**config.mk**
```make
export PLATFORM = sky130hd
export DESIGN_NAME = arp_learner
export DESIGN_NICKNAME = d
export VERILOG_FILES = /design/src/rtl/arp_learner_pkg.sv /design/src/rtl/fallthrough_small_fifo.sv /design/src/rtl/arp_learner.sv
export SDC_FILE = /design/constraint.sdc
export NUM_CORES = 2
export LEC_CHECK = 0
export BUFFER_PORTS_ARGS = -buffer_cell sky130_fd_sc_hd__clkbuf_2
export CORE_AREA = 5 5 417 419
export CTS_BUF_LIST = sky130_fd_sc_hd__clkbuf_8
export CTS_CLUSTER_DIAMETER = 50
export DETAILED_ROUTE_END_ITERATION = 6
export DIE_AREA = 0 0 422 424
export HOLD_SLACK_MARGIN = 0.06
export PLACE_DENSITY = 0.56
export SLEW_MARGIN = 20
export SYNTH_ARGS = -nofsm -noshare
export SYNTH_HDL_FRONTEND = slang
export SYNTH_SLANG_ARGS = --single-unit
```
**constraint.sdc**
```tcl
create_clock -name AXI_ACLK -period 44.2 [get_ports AXI_ACLK]
set_input_delay 0 -clock AXI_ACLK [delete_from_list [all_inputs] [get_ports AXI_ACLK]]
set_output_delay 0 -clock AXI_ACLK [all_outputs]
set_load 0.02 [all_outputs]
```
**src/rtl/arp_learner_pkg.sv**
```systemverilog
// rtl/arp_learner_pkg.sv - shared ARP constants, beat field positions and entry layouts
package arp_learner_pkg;

  localparam logic [15:0] ETH_TYPE_ARP  = 16'h0806;
  localparam logic [15:0] ARP_OP_REPLY  = 16'h0002;
  localparam logic [15:0] ARP_HLEN_PLEN = 16'h0604;

  // Bit offsets of the fields of interest within the first 256-bit beat
  localparam int ETH_TYPE_LSB      = 144;
  localparam int ARP_HLEN_PLEN_LSB = 96;
  localparam int ARP_OP_LSB        = 80;
  localparam int SENDER_MAC_LSB    = 32;
  localparam int SENDER_IP_LSB     = 0;

  // Table entry as written through the table write port
  typedef struct packed {
    logic [15:0] pad;
    logic [47:0] mac;
    logic [31:0] ip;
  } arp_entry_t;

  // Pending-queue element
  typedef struct packed {
    logic [31:0] ip;
    logic [47:0] mac;
  } queue_entry_t;

  typedef enum logic [1:0] {
    ST_IDLE,
    ST_REQ,
    ST_WAIT
  } wr_state_t;

  function automatic logic [31:0] sat_inc(input logic [31:0] v);
    return (v == 32'hFFFF_FFFF) ? v : v + 32'd1;
  endfunction

endpackage

```
**src/rtl/fallthrough_small_fifo.sv**
```systemverilog
// rtl/fallthrough_small_fifo.sv - small first-word-fall-through FIFO
// Ports:
//   clk, reset      clock, asynchronous active-high reset
//   din, wr_en      write data / push (ignored when full)
//   rd_en           pop (ignored when empty)
//   dout            head entry, valid whenever empty is low
//   full, empty     occupancy flags
module fallthrough_small_fifo #(
  parameter int WIDTH          = 80,
  parameter int MAX_DEPTH_BITS = 2
) (
  input  logic             clk,
  input  logic             reset,
  input  logic [WIDTH-1:0] din,
  input  logic             wr_en,
  input  logic             rd_en,
  output logic [WIDTH-1:0] dout,
  output logic             full,
  output logic             empty
);

  localparam int DEPTH = 1 << MAX_DEPTH_BITS;

  logic [WIDTH-1:0]          mem [DEPTH];
  logic [MAX_DEPTH_BITS-1:0] wr_ptr;
  logic [MAX_DEPTH_BITS-1:0] rd_ptr;
  logic [MAX_DEPTH_BITS:0]   count;
  logic                      push;
  logic                      pop;

  assign full  = (count == (MAX_DEPTH_BITS+1)'(DEPTH));
  assign empty = (count == '0);
  assign push  = wr_en & ~full;
  assign pop   = rd_en & ~empty;
  assign dout  = mem[rd_ptr];

  always_ff @(posedge clk) begin
    if (push) begin
      mem[wr_ptr] <= din;
    end
  end

  always_ff @(posedge clk or posedge reset) begin
    if (reset) begin
      wr_ptr <= '0;
      rd_ptr <= '0;
      count  <= '0;
    end else begin
      if (push) wr_ptr <= wr_ptr + 1'b1;
      if (pop)  rd_ptr <= rd_ptr + 1'b1;
      case ({push, pop})
        2'b10:   count <= count + 1'b1;
        2'b01:   count <= count - 1'b1;
        default: count <= count;
      endcase
    end
  end

endmodule

```
**src/rtl/arp_learner.sv**
```systemverilog
// rtl/arp_learner.sv - snoops ARP replies on the ingress stream and writes IP/MAC bindings to the ARP table
// Ports:
//   AXI_ACLK, AXI_RESET         clock, asynchronous active-high reset
//   S_AXIS_*                    ingress stream (TREADY mirrors M_AXIS_TREADY)
//   M_AXIS_*                    egress stream, combinational copy of S_AXIS_*
//   tbl_wr_req/addr/data        one-cycle table write request, addr/data held until the write completes
//   tbl_wr_ack                  table write acknowledge
//   learn_cnt, update_cnt       new entries written / existing entries refreshed
//   drop_cnt, timeout_cnt       replies dropped on full queue / writes abandoned without ack
module arp_learner
  import arp_learner_pkg::*;
#(
  parameter int C_S_AXIS_DATA_WIDTH  = 256,
  parameter int C_S_AXIS_TUSER_WIDTH = 128,
  parameter int C_S_AXI_DATA_WIDTH   = 32,
  parameter int FIRST_SLOT           = 16,
  parameter int QDEPTH_BITS          = 2,
  parameter int ACK_TIMEOUT          = 15
) (
  input  logic                              AXI_ACLK,
  input  logic                              AXI_RESET,
  input  logic [C_S_AXIS_DATA_WIDTH-1:0]    S_AXIS_TDATA,
  input  logic [C_S_AXIS_DATA_WIDTH/8-1:0]  S_AXIS_TSTRB,
  input  logic [C_S_AXIS_TUSER_WIDTH-1:0]   S_AXIS_TUSER,
  input  logic                              S_AXIS_TVALID,
  input  logic                              S_AXIS_TLAST,
  output logic                              S_AXIS_TREADY,
  output logic [C_S_AXIS_DATA_WIDTH-1:0]    M_AXIS_TDATA,
  output logic [C_S_AXIS_DATA_WIDTH/8-1:0]  M_AXIS_TSTRB,
  output logic [C_S_AXIS_TUSER_WIDTH-1:0]   M_AXIS_TUSER,
  output logic                              M_AXIS_TVALID,
  output logic                              M_AXIS_TLAST,
  input  logic                              M_AXIS_TREADY,
  output logic                              tbl_wr_req,
  output logic [4:0]                        tbl_wr_addr,
  output logic [3*C_S_AXI_DATA_WIDTH-1:0]   tbl_wr_data,
  input  logic                              tbl_wr_ack,
  output logic [31:0]                       learn_cnt,
  output logic [31:0]                       update_cnt,
  output logic [31:0]                       drop_cnt,
  output logic [31:0]                       timeout_cnt
);

  localparam int TMR_W = $clog2(ACK_TIMEOUT + 1);

  // Zero-latency pass-through; the learner never applies backpressure itself
  assign M_AXIS_TDATA  = S_AXIS_TDATA;
  assign M_AXIS_TSTRB  = S_AXIS_TSTRB;
  assign M_AXIS_TUSER  = S_AXIS_TUSER;
  assign M_AXIS_TVALID = S_AXIS_TVALID;
  assign M_AXIS_TLAST  = S_AXIS_TLAST;
  assign S_AXIS_TREADY = M_AXIS_TREADY;

  // Parser
  logic        beat_acc;
  logic        in_pkt;
  logic [31:0] sender_ip;
  logic [47:0] sender_mac;
  logic        is_reply;

  assign beat_acc   = S_AXIS_TVALID & M_AXIS_TREADY;
  assign sender_ip  = S_AXIS_TDATA[SENDER_IP_LSB +: 32];
  assign sender_mac = S_AXIS_TDATA[SENDER_MAC_LSB +: 48];
  assign is_reply   = beat_acc && !in_pkt
                   && (S_AXIS_TDATA[ETH_TYPE_LSB +: 16]      == ETH_TYPE_ARP)
                   && (S_AXIS_TDATA[ARP_OP_LSB +: 16]        == ARP_OP_REPLY)
                   && (S_AXIS_TDATA[ARP_HLEN_PLEN_LSB +: 16] == ARP_HLEN_PLEN)
                   && (sender_ip != 32'h0);

  // Pending queue
  queue_entry_t q_din;
  queue_entry_t q_head;
  logic         q_full;
  logic         q_empty;
  logic         q_pop;
  wr_state_t    state;

  assign q_din = '{ip: sender_ip, mac: sender_mac};
  assign q_pop = (state == ST_IDLE) && !q_empty;

  fallthrough_small_fifo #(
    .WIDTH          ($bits(queue_entry_t)),
    .MAX_DEPTH_BITS (QDEPTH_BITS)
  ) u_queue (
    .clk   (AXI_ACLK),
    .reset (AXI_RESET),
    .din   (q_din),
    .wr_en (is_reply),
    .rd_en (q_pop),
    .dout  (q_head),
    .full  (q_full),
    .empty (q_empty)
  );

  // Shadow of the learner-owned slots, searched against the queue head
  logic              shadow_valid [FIRST_SLOT:31];
  logic [31:0]       shadow_ip    [FIRST_SLOT:31];
  logic              hit;
  logic [4:0]        hit_idx;
  logic [4:0]        alloc_ptr;
  logic              wr_hit;
  logic [TMR_W-1:0]  timer;

  // Descending scan so the lowest matching index is the one left standing
  always_comb begin
    hit     = 1'b0;
    hit_idx = 5'd0;
    for (int k = 31; k >= FIRST_SLOT; k--) begin
      if (shadow_valid[k] && (shadow_ip[k] == q_head.ip)) begin
        hit     = 1'b1;
        hit_idx = 5'(k);
      end
    end
  end

  always_ff @(posedge AXI_ACLK or posedge AXI_RESET) begin
    if (AXI_RESET) begin
      in_pkt      <= 1'b0;
      state       <= ST_IDLE;
      tbl_wr_req  <= 1'b0;
      tbl_wr_addr <= 5'd0;
      tbl_wr_data <= '0;
      wr_hit      <= 1'b0;
      timer       <= '0;
      alloc_ptr   <= 5'(FIRST_SLOT);
      learn_cnt   <= 32'd0;
      update_cnt  <= 32'd0;
      drop_cnt    <= 32'd0;
      timeout_cnt <= 32'd0;
      for (int k = FIRST_SLOT; k <= 31; k++) begin
        shadow_valid[k] <= 1'b0;
        shadow_ip[k]    <= 32'd0;
      end
    end else begin
      if (beat_acc) begin
        in_pkt <= !S_AXIS_TLAST;
      end

      if (is_reply && q_full) begin
        drop_cnt <= sat_inc(drop_cnt);
      end

      case (state)
        ST_IDLE: begin
          if (!q_empty) begin
            tbl_wr_addr <= hit ? hit_idx : alloc_ptr;
            tbl_wr_data <= arp_entry_t'{pad: 16'h0, mac: q_head.mac, ip: q_head.ip};
            wr_hit      <= hit;
            tbl_wr_req  <= 1'b1;
            state       <= ST_REQ;
          end
        end
        ST_REQ: begin
          tbl_wr_req <= 1'b0;
          timer      <= '0;
          state      <= ST_WAIT;
        end
        ST_WAIT: begin
          // Ack wins over an expiring timer in the same cycle
          if (tbl_wr_ack) begin
            shadow_valid[tbl_wr_addr] <= 1'b1;
            shadow_ip[tbl_wr_addr]    <= tbl_wr_data[31:0];
            if (wr_hit) begin
              update_cnt <= sat_inc(update_cnt);
            end else begin
              learn_cnt <= sat_inc(learn_cnt);
              alloc_ptr <= (alloc_ptr == 5'd31) ? 5'(FIRST_SLOT) : alloc_ptr + 5'd1;
            end
            state <= ST_IDLE;
          end else if (timer == TMR_W'(ACK_TIMEOUT - 1)) begin
            timeout_cnt <= sat_inc(timeout_cnt);
            state       <= ST_IDLE;
          end else begin
            timer <= timer + 1'b1;
          end
        end
        default: state <= ST_IDLE;
      endcase
    end
  end

endmodule
```
; Yosys cells after proc, flatten, opt, wreduce, memory -nomap -nowiden
; Memories as Yosys holds them, arrays and structs flattened.
; Index checks and enable logic that the tools add are counted.
[totals]
reg_bits = 762
mem_bits_rw = 320
inputBits = 422
out_inout_bits = 649
mem_count = 1
[classes]
n_addsub = 10
magnitude_cmp = 2
eq_ne = 34
mux = 51
bitwise_logic = 13
n_reduce_logical = 43
[mem_list]
columns = name, words, width, rd, rd_ports_with_merged_regs, wr, line
row1 = u_queue.mem, 4, 80, 1, 0, 1, fallthrough_small_fifo.sv:24  ; logic [WIDTH-1:0] mem [DEPTH];
[op_table]
columns = operator, count
row1 = $bwmux 512, 1
row2 = $eq 32x32->1, 16
row3 = $demux 32 s5, 1
row4 = $add 32x1->32 const B, 4
row5 = $eq 32x32->1 const B, 4
row6 = $mux 5, 18
row7 = $mux 32, 1
row8 = $reduce_bool 32->1, 1
row9 = $logic_and 1x1->1, 24
row10 = $mux 1, 20
row11 = $eq 16x11->1 const B, 1
row12 = $eq 16x12->1 const B, 1
row13 = $eq 16x2->1 const B, 1
row14 = $or 16x16->16, 1
row15 = $reduce_and 4->1, 3
row16 = $reduce_and 2->1, 5
row17 = $mux 4, 2
row18 = $not 1->1, 8
row19 = $pmux 4 s2, 1
row20 = $ge 6x6->1 const B, 1
row21 = $lt 6x1->1 const B, 1
row22 = $mux 2, 3
row23 = $ne 2x2->1 const B, 3
row24 = $not 5->6, 1
row25 = other kinds (21), 31

; Longest topological paths before layout
; An unclocked memory read counts as a cell.
[depth]
ltp_word = 20
ltp_mapped = 15
mapped_depth_nobuf = 12

; Hierarchy
; Synthesis repeated with hierarchy kept, for this count alone.
[hier_totals]
cells_unflattened = 3844
hier_area_um2 = 50764.9
[modules_own_cells]
columns = mod, instances, cells_each, area_per_inst_um2, seq_area_each_um2
row1 = arp_learner, 1, 3388, 38708.4, 18894.4
row2 = fallthrough_small_fifo, 1, 456, 12056.6, 9784.4

; Worst setup path before layout
; OpenSTA, ideal clock, no wires.
[synth_path]
path_kind = register to register
startpoint = register in_pkt
endpoint = memory u_queue.mem[0][0] (enable)
setup_time_ns = 0.447
arrival_ns = 3.436
required_time_ns = 43.753
setup_slack_ns = 40.317
stages_incl_launch_ff = 7
period_less_slack_ns = 3.883
path_cell_list = dfrtp_1 > nor4_1 > nand4_1 > nor4_1 > o21ai_0 > a21oi_1 > and2_1
[synth_via]
elab_chain_cells = 9
[synth_lines]
columns = item, line
row1 = "start, declared", arp_learner.sv:56  ; logic in_pkt;
row2 = "start signal, assigned", arp_learner.sv:136  ; in_pkt <= !S_AXIS_TLAST;
row3 = $logic_not 1->1, arp_learner.sv:64  ; assign is_reply = beat_acc && !in_pkt
row4 = $logic_and 1x1->1, arp_learner.sv:64
row5 = $logic_and 1x1->1, arp_learner.sv:65  ; && (S_AXIS_TDATA[ETH_TYPE_LSB +: 16] == ETH_TYPE_ARP)
row6 = $logic_and 1x1->1, arp_learner.sv:66  ; && (S_AXIS_TDATA[ARP_OP_LSB +: 16] == ARP_OP_REPLY)
row7 = $logic_and 1x1->1, arp_learner.sv:67  ; && (S_AXIS_TDATA[ARP_HLEN_PLEN_LSB +: 16] == ARP_HLEN_PLEN)
row8 = $logic_and 1x1->1, arp_learner.sv:68  ; && (sender_ip != 32'h0);
row9 = $and 1x1->1, fallthrough_small_fifo.sv:33  ; assign push = wr_en & ~full;
row10 = $mux 1, fallthrough_small_fifo.sv:38  ; if (push) begin
row11 = $mux 1 (implied by the code), fallthrough_small_fifo.sv:39  ; mem[wr_ptr] <= din;
row12 = "end, declared", fallthrough_small_fifo.sv:24
; Every way passes these cells.

; Worst setup path in the final report
[layout_path]
startpoint = register u_queue.rd_ptr[0]
endpoint = register tbl_wr_addr[0]
[layout_via]
elab_chain_cells = 20
elab_cells_between_ends = 66
cone_classes = eq/ne (16) / mux (33) / reduce/logical (16) / memory (1)
[layout_lines]
columns = item, line
row1 = "start, declared", fallthrough_small_fifo.sv:26  ; logic [MAX_DEPTH_BITS-1:0] rd_ptr;
row2 = "start signal, assigned", fallthrough_small_fifo.sv:50  ; if (pop) rd_ptr <= rd_ptr + 1'b1;
row3 = $mem_v2 4x80 *, --
row4 = $eq 32x32->1, arp_learner.sv:109  ; if (shadow_valid[k] && (shadow_ip[k] == q_head.ip)) begin
row5 = $logic_and 1x1->1, arp_learner.sv:109
row6 = $mux 5 or $mux 1 (tied branches) (16 in series), arp_learner.sv:109
row7 = $mux 5 *, arp_learner.sv:146  ; tbl_wr_addr <= hit ? hit_idx : alloc_ptr;
row8 = "end signal, assigned", arp_learner.sv:146
row9 = "end, declared", arp_learner.sv:35  ; output logic [4:0] tbl_wr_addr,
; Mark *: on every way between the ends. The rest lies on a longest branch, timed or not.
; A chain may end at the register's enable or synchronous reset.

==> impl_metrics.json <==
{
  "tightest_slew_ps": 1130,
  "p_per_area_nw_per_um2": 59.7,
  "ys_top_cells_by_area": "dfrtp_1 36%, edfxtp_1 18%, mux2_2 11%",
  "cts.sinks": 1082,
  "crit_fanout": 50,
  "path_clk_slew_ps": 60,
  "finalMaxSlewViolations": 0,
  "antenna_found_initial": 18,
  "async_flop_share": 0.704,
  "io_pins": 1071,
  "cp_data_required_time_ps": 45000,
  "final_common_cell": "dfrtp_1",
  "routed_via_density": 5.09,
  "overflow": 0,
  "num_rows": 152,
  "sw_frac_of_total": 0.424,
  "tns_ps": 0,
  "grt_pass1_wl_mm": 270,
  "yosysTopAreaCellShare": 0.358,
  "dpl.cell_count": 6417,
  "p_leak_nw": 26.8,
  "pwr-share-seq": 0.372,
  "cpMaxStageDelayCell": "buf_4",
  "p_sw_mw": 1.60,
  "path_class": "flip-flop to flip-flop",
  "htree_levels": 4,
  "dpl-instance-area_um2": 55000,
  "period_needed_ps": 5900,
  "fin_skew_ps": 53.7,
  "synth-seq-area-share": 0.539,
  "cts_tree": "yes",
  "cts-root-buf": "clkbuf_8",
  "wirelength_mm": 189,
  "finalSetupViolCount": 0,
  "io_buffers": 478,
  "cts.path.max_buffers": 3,
  "dieHeight_um": 424,
  "final_cell_area_um2": 63300,
  "syn_to_final_growth_pct": 19.0,
  "worstHoldPathType": "primary input to flip-flop",
  "drive_above_1_share": 0.297,
  "grt_start_max_net_pins": 99,
  "initial_core_util": 0.312,
  "status": "finished clean",
  "place.gp.congestion": 0.924,
  "die_w_um": 422,
  "synth-edff-count": 320,
  "fin_crit_sh": 0.133,
  "cp_common_cell": "buf_4",
  "avgRoutedWirePerCell_um": 26.2,
  "rsz0062_at_grt": "no",
  "layout_common_cells": "746 x dfrtp_1, 572 x xnor2_1, 517 x mux2_2, 478 x clkbuf_2, 457 x dlygate4sd3_1",
  "cts_buffers": 184,
  "pwr-share-comb": 0.388,
  "synthFlopType": "dfrtp_1",
  "p_int_mw": 2.18,
  "synthCells": 4241,
  "route.detailed.drc": 0,
  "detail_route.first_pass.iterations": 6,
  "maxCapViolCount": 0,
  "layout.nets": 5263,
  "place_hpwl_mm": 121,
  "cpPeakStageDelay_ps": 860,
  "final_util": 0.372,
  "synth.distinct_cells": 75,
  "end_kind": "flip-flop",
  "dr.first_iter.drc_count": 2734,
  "dieArea_um2": 179000,
  "slew_headroom": 0.243,
  "hold_viol": 0,
  "grt_pass1_vias": 37700,
  "worstPathCellList": "buf_4 -> buf_4 -> mux4_2 -> buf_4 -> xnor2_1 -> nand4_1 -> or4_1 -> nor4_1 -> a2111oi_0 -> o311ai_1 -> o2111ai_1 -> o211ai_1",
  "core_um2": 170000,
  "synth_area_um2": 53200,
  "crit_arrival_ps": 6700,
  "ant_nets": 0,
  "final_cells": 7214,
  "cts_setup_buffers": 0,
  "ys_warn_count": 0,
  "start_kind": "flip-flop",
  "vias": 36700,
  "grt_usage": 0.204,
  "synth_top_area_cell": "dfrtp_1",
  "clkPwrFrac": 0.240,
  "ys_ff_latch": 1082,
  "postSynthAreaPerCell_um2": 12.5,
  "peakVddDrop_mv": 0.0369,
  "p_total_mw": 3.78,
  "worstSkewPairLatency_ps": 930,
  "fill_cells": 16400,
  "fmax_mhz": 170
}
==> cells by family (layout without fill, tap and decap cells) <==
kind of cell,count (synthesis),in the layout,synth area share
muxes,635,635,0.151
AOI/OAI and AO/OA,131,131,0.0173
adders and majority gates,13,13,0.00320
and+or+nand+nor,1063,1063,0.104
xor gates and xnor gates,622,622,0.103
DFF,1082,1082,0.539
buffers and inverters,694,1410,0.0827
other,1,25,0.0000705
==> path summary, 6_finish.rpt <==
path                       cells past startpoint                 end  slack, ps              start
setup / recovery                              12      tbl_wr_addr[0]      38300  u_queue.rd_ptr[0]
setup reg to reg                              12      tbl_wr_addr[0]      38300  u_queue.rd_ptr[0]
max in group asynchronous                      7      shadow_ip[452]      40820          AXI_RESET
min in group asynchronous                      4      update_cnt[19]        360          AXI_RESET
hold / removal                                 2  u_queue.mem[0][58]         70   S_AXIS_TDATA[10]
hold reg to reg                                1    shadow_valid[15]        470   shadow_valid[15]
==> power by group through the flow <==
stage                     Combinational, mW  Clock (mW)  Sequential (mW)
final                                  1.47       0.908             1.41
after detailed placement               1.40           0             1.42
after CTS                              1.46       0.927             1.40
after floorplan                       0.931           0             1.33
after global placement                 1.40           0             1.42
after global routing                   1.54       0.972             1.41
==> registers in the layout, indices dropped and copies added, names as in the netlist <==
name,count
alloc_ptr,5
drop_cnt,32
in_pkt,1
learn_cnt,32
shadow_ip,512
shadow_valid,16
state,2
tbl_wr_addr,5
tbl_wr_data,80
tbl_wr_req,1
timeout_cnt,32
timer,4
u_queue.count,3
u_queue.mem,320
u_queue.rd_ptr,2
u_queue.wr_ptr,2
update_cnt,32
wr_hit,1
==> area by class of cell <==
| type | count | area (um2) | area share |
|---|---|---|---|
| repair buffers | 1025 | 7660 | 0.121 |
| flip-flops and latches | 1082 | 28700 | 0.454 |
| inverters | 55 | 215 | 0.00340 |
| multi-input cells | 2480 | 20200 | 0.319 |
| well taps | 2233 | 2790 | 0.0442 |
| clock inverters | 114 | 719 | 0.0114 |
| clock buffers | 216 | 2970 | 0.0470 |
| diodes | 9 | 22.5 | 0.000356 |
==> Yosys cell counts (62+ instances only) <==
library cell  count
buf_4           445
clkbuf_1        103
dfrtp_1         761
edfxtp_1        320
mux2_2          517
mux4_2           80
nand2_1         362
nand3_1         108
nand4_1         250
nor2_1           72
nor4_1           62
xnor2_1         572
==> critical path, delay by kind of cell (launching register included) <==
kind                      cells  cell delay [ps]
DFF                           1              830
muxes                         1              610
AOI/OAI and AO/OA             4              760
and+or+nand+nor               3             1380
buffers and inverters         3             1790
xor gates and xnor gates      1              290
==> per-stage QoR <==
| step | hold slack (ps) | setup WS [ps] |
|---|---|---|
| 6_report | 74.5 | 38300 |
| 3_3_place_gp | 0.137 | 38260 |
| 5_1_grt | 69.1 | 37790 |
| 3_5_place_dp | 0.137 | 38250 |
| 2_1_floorplan | 97.0 | 22810 |
| 4_1_cts | 65.7 | 38190 |
==> per-layer routing <==
layer  global-route usage  share of wire
met4               0.0925          0.047
met3               0.0394          0.065
met5                    0       0.000069
met2                0.349           0.49
met1                0.251           0.40
==> timing repair <==
action / in CTS / in global routing
endpoints found under the hold margin: 753 / 3
hold buffers: 456 / 1
resized for setup: 0 / 0
setup endpoints to repair: 0 / 0
Power figures use the tool's default switching activity.
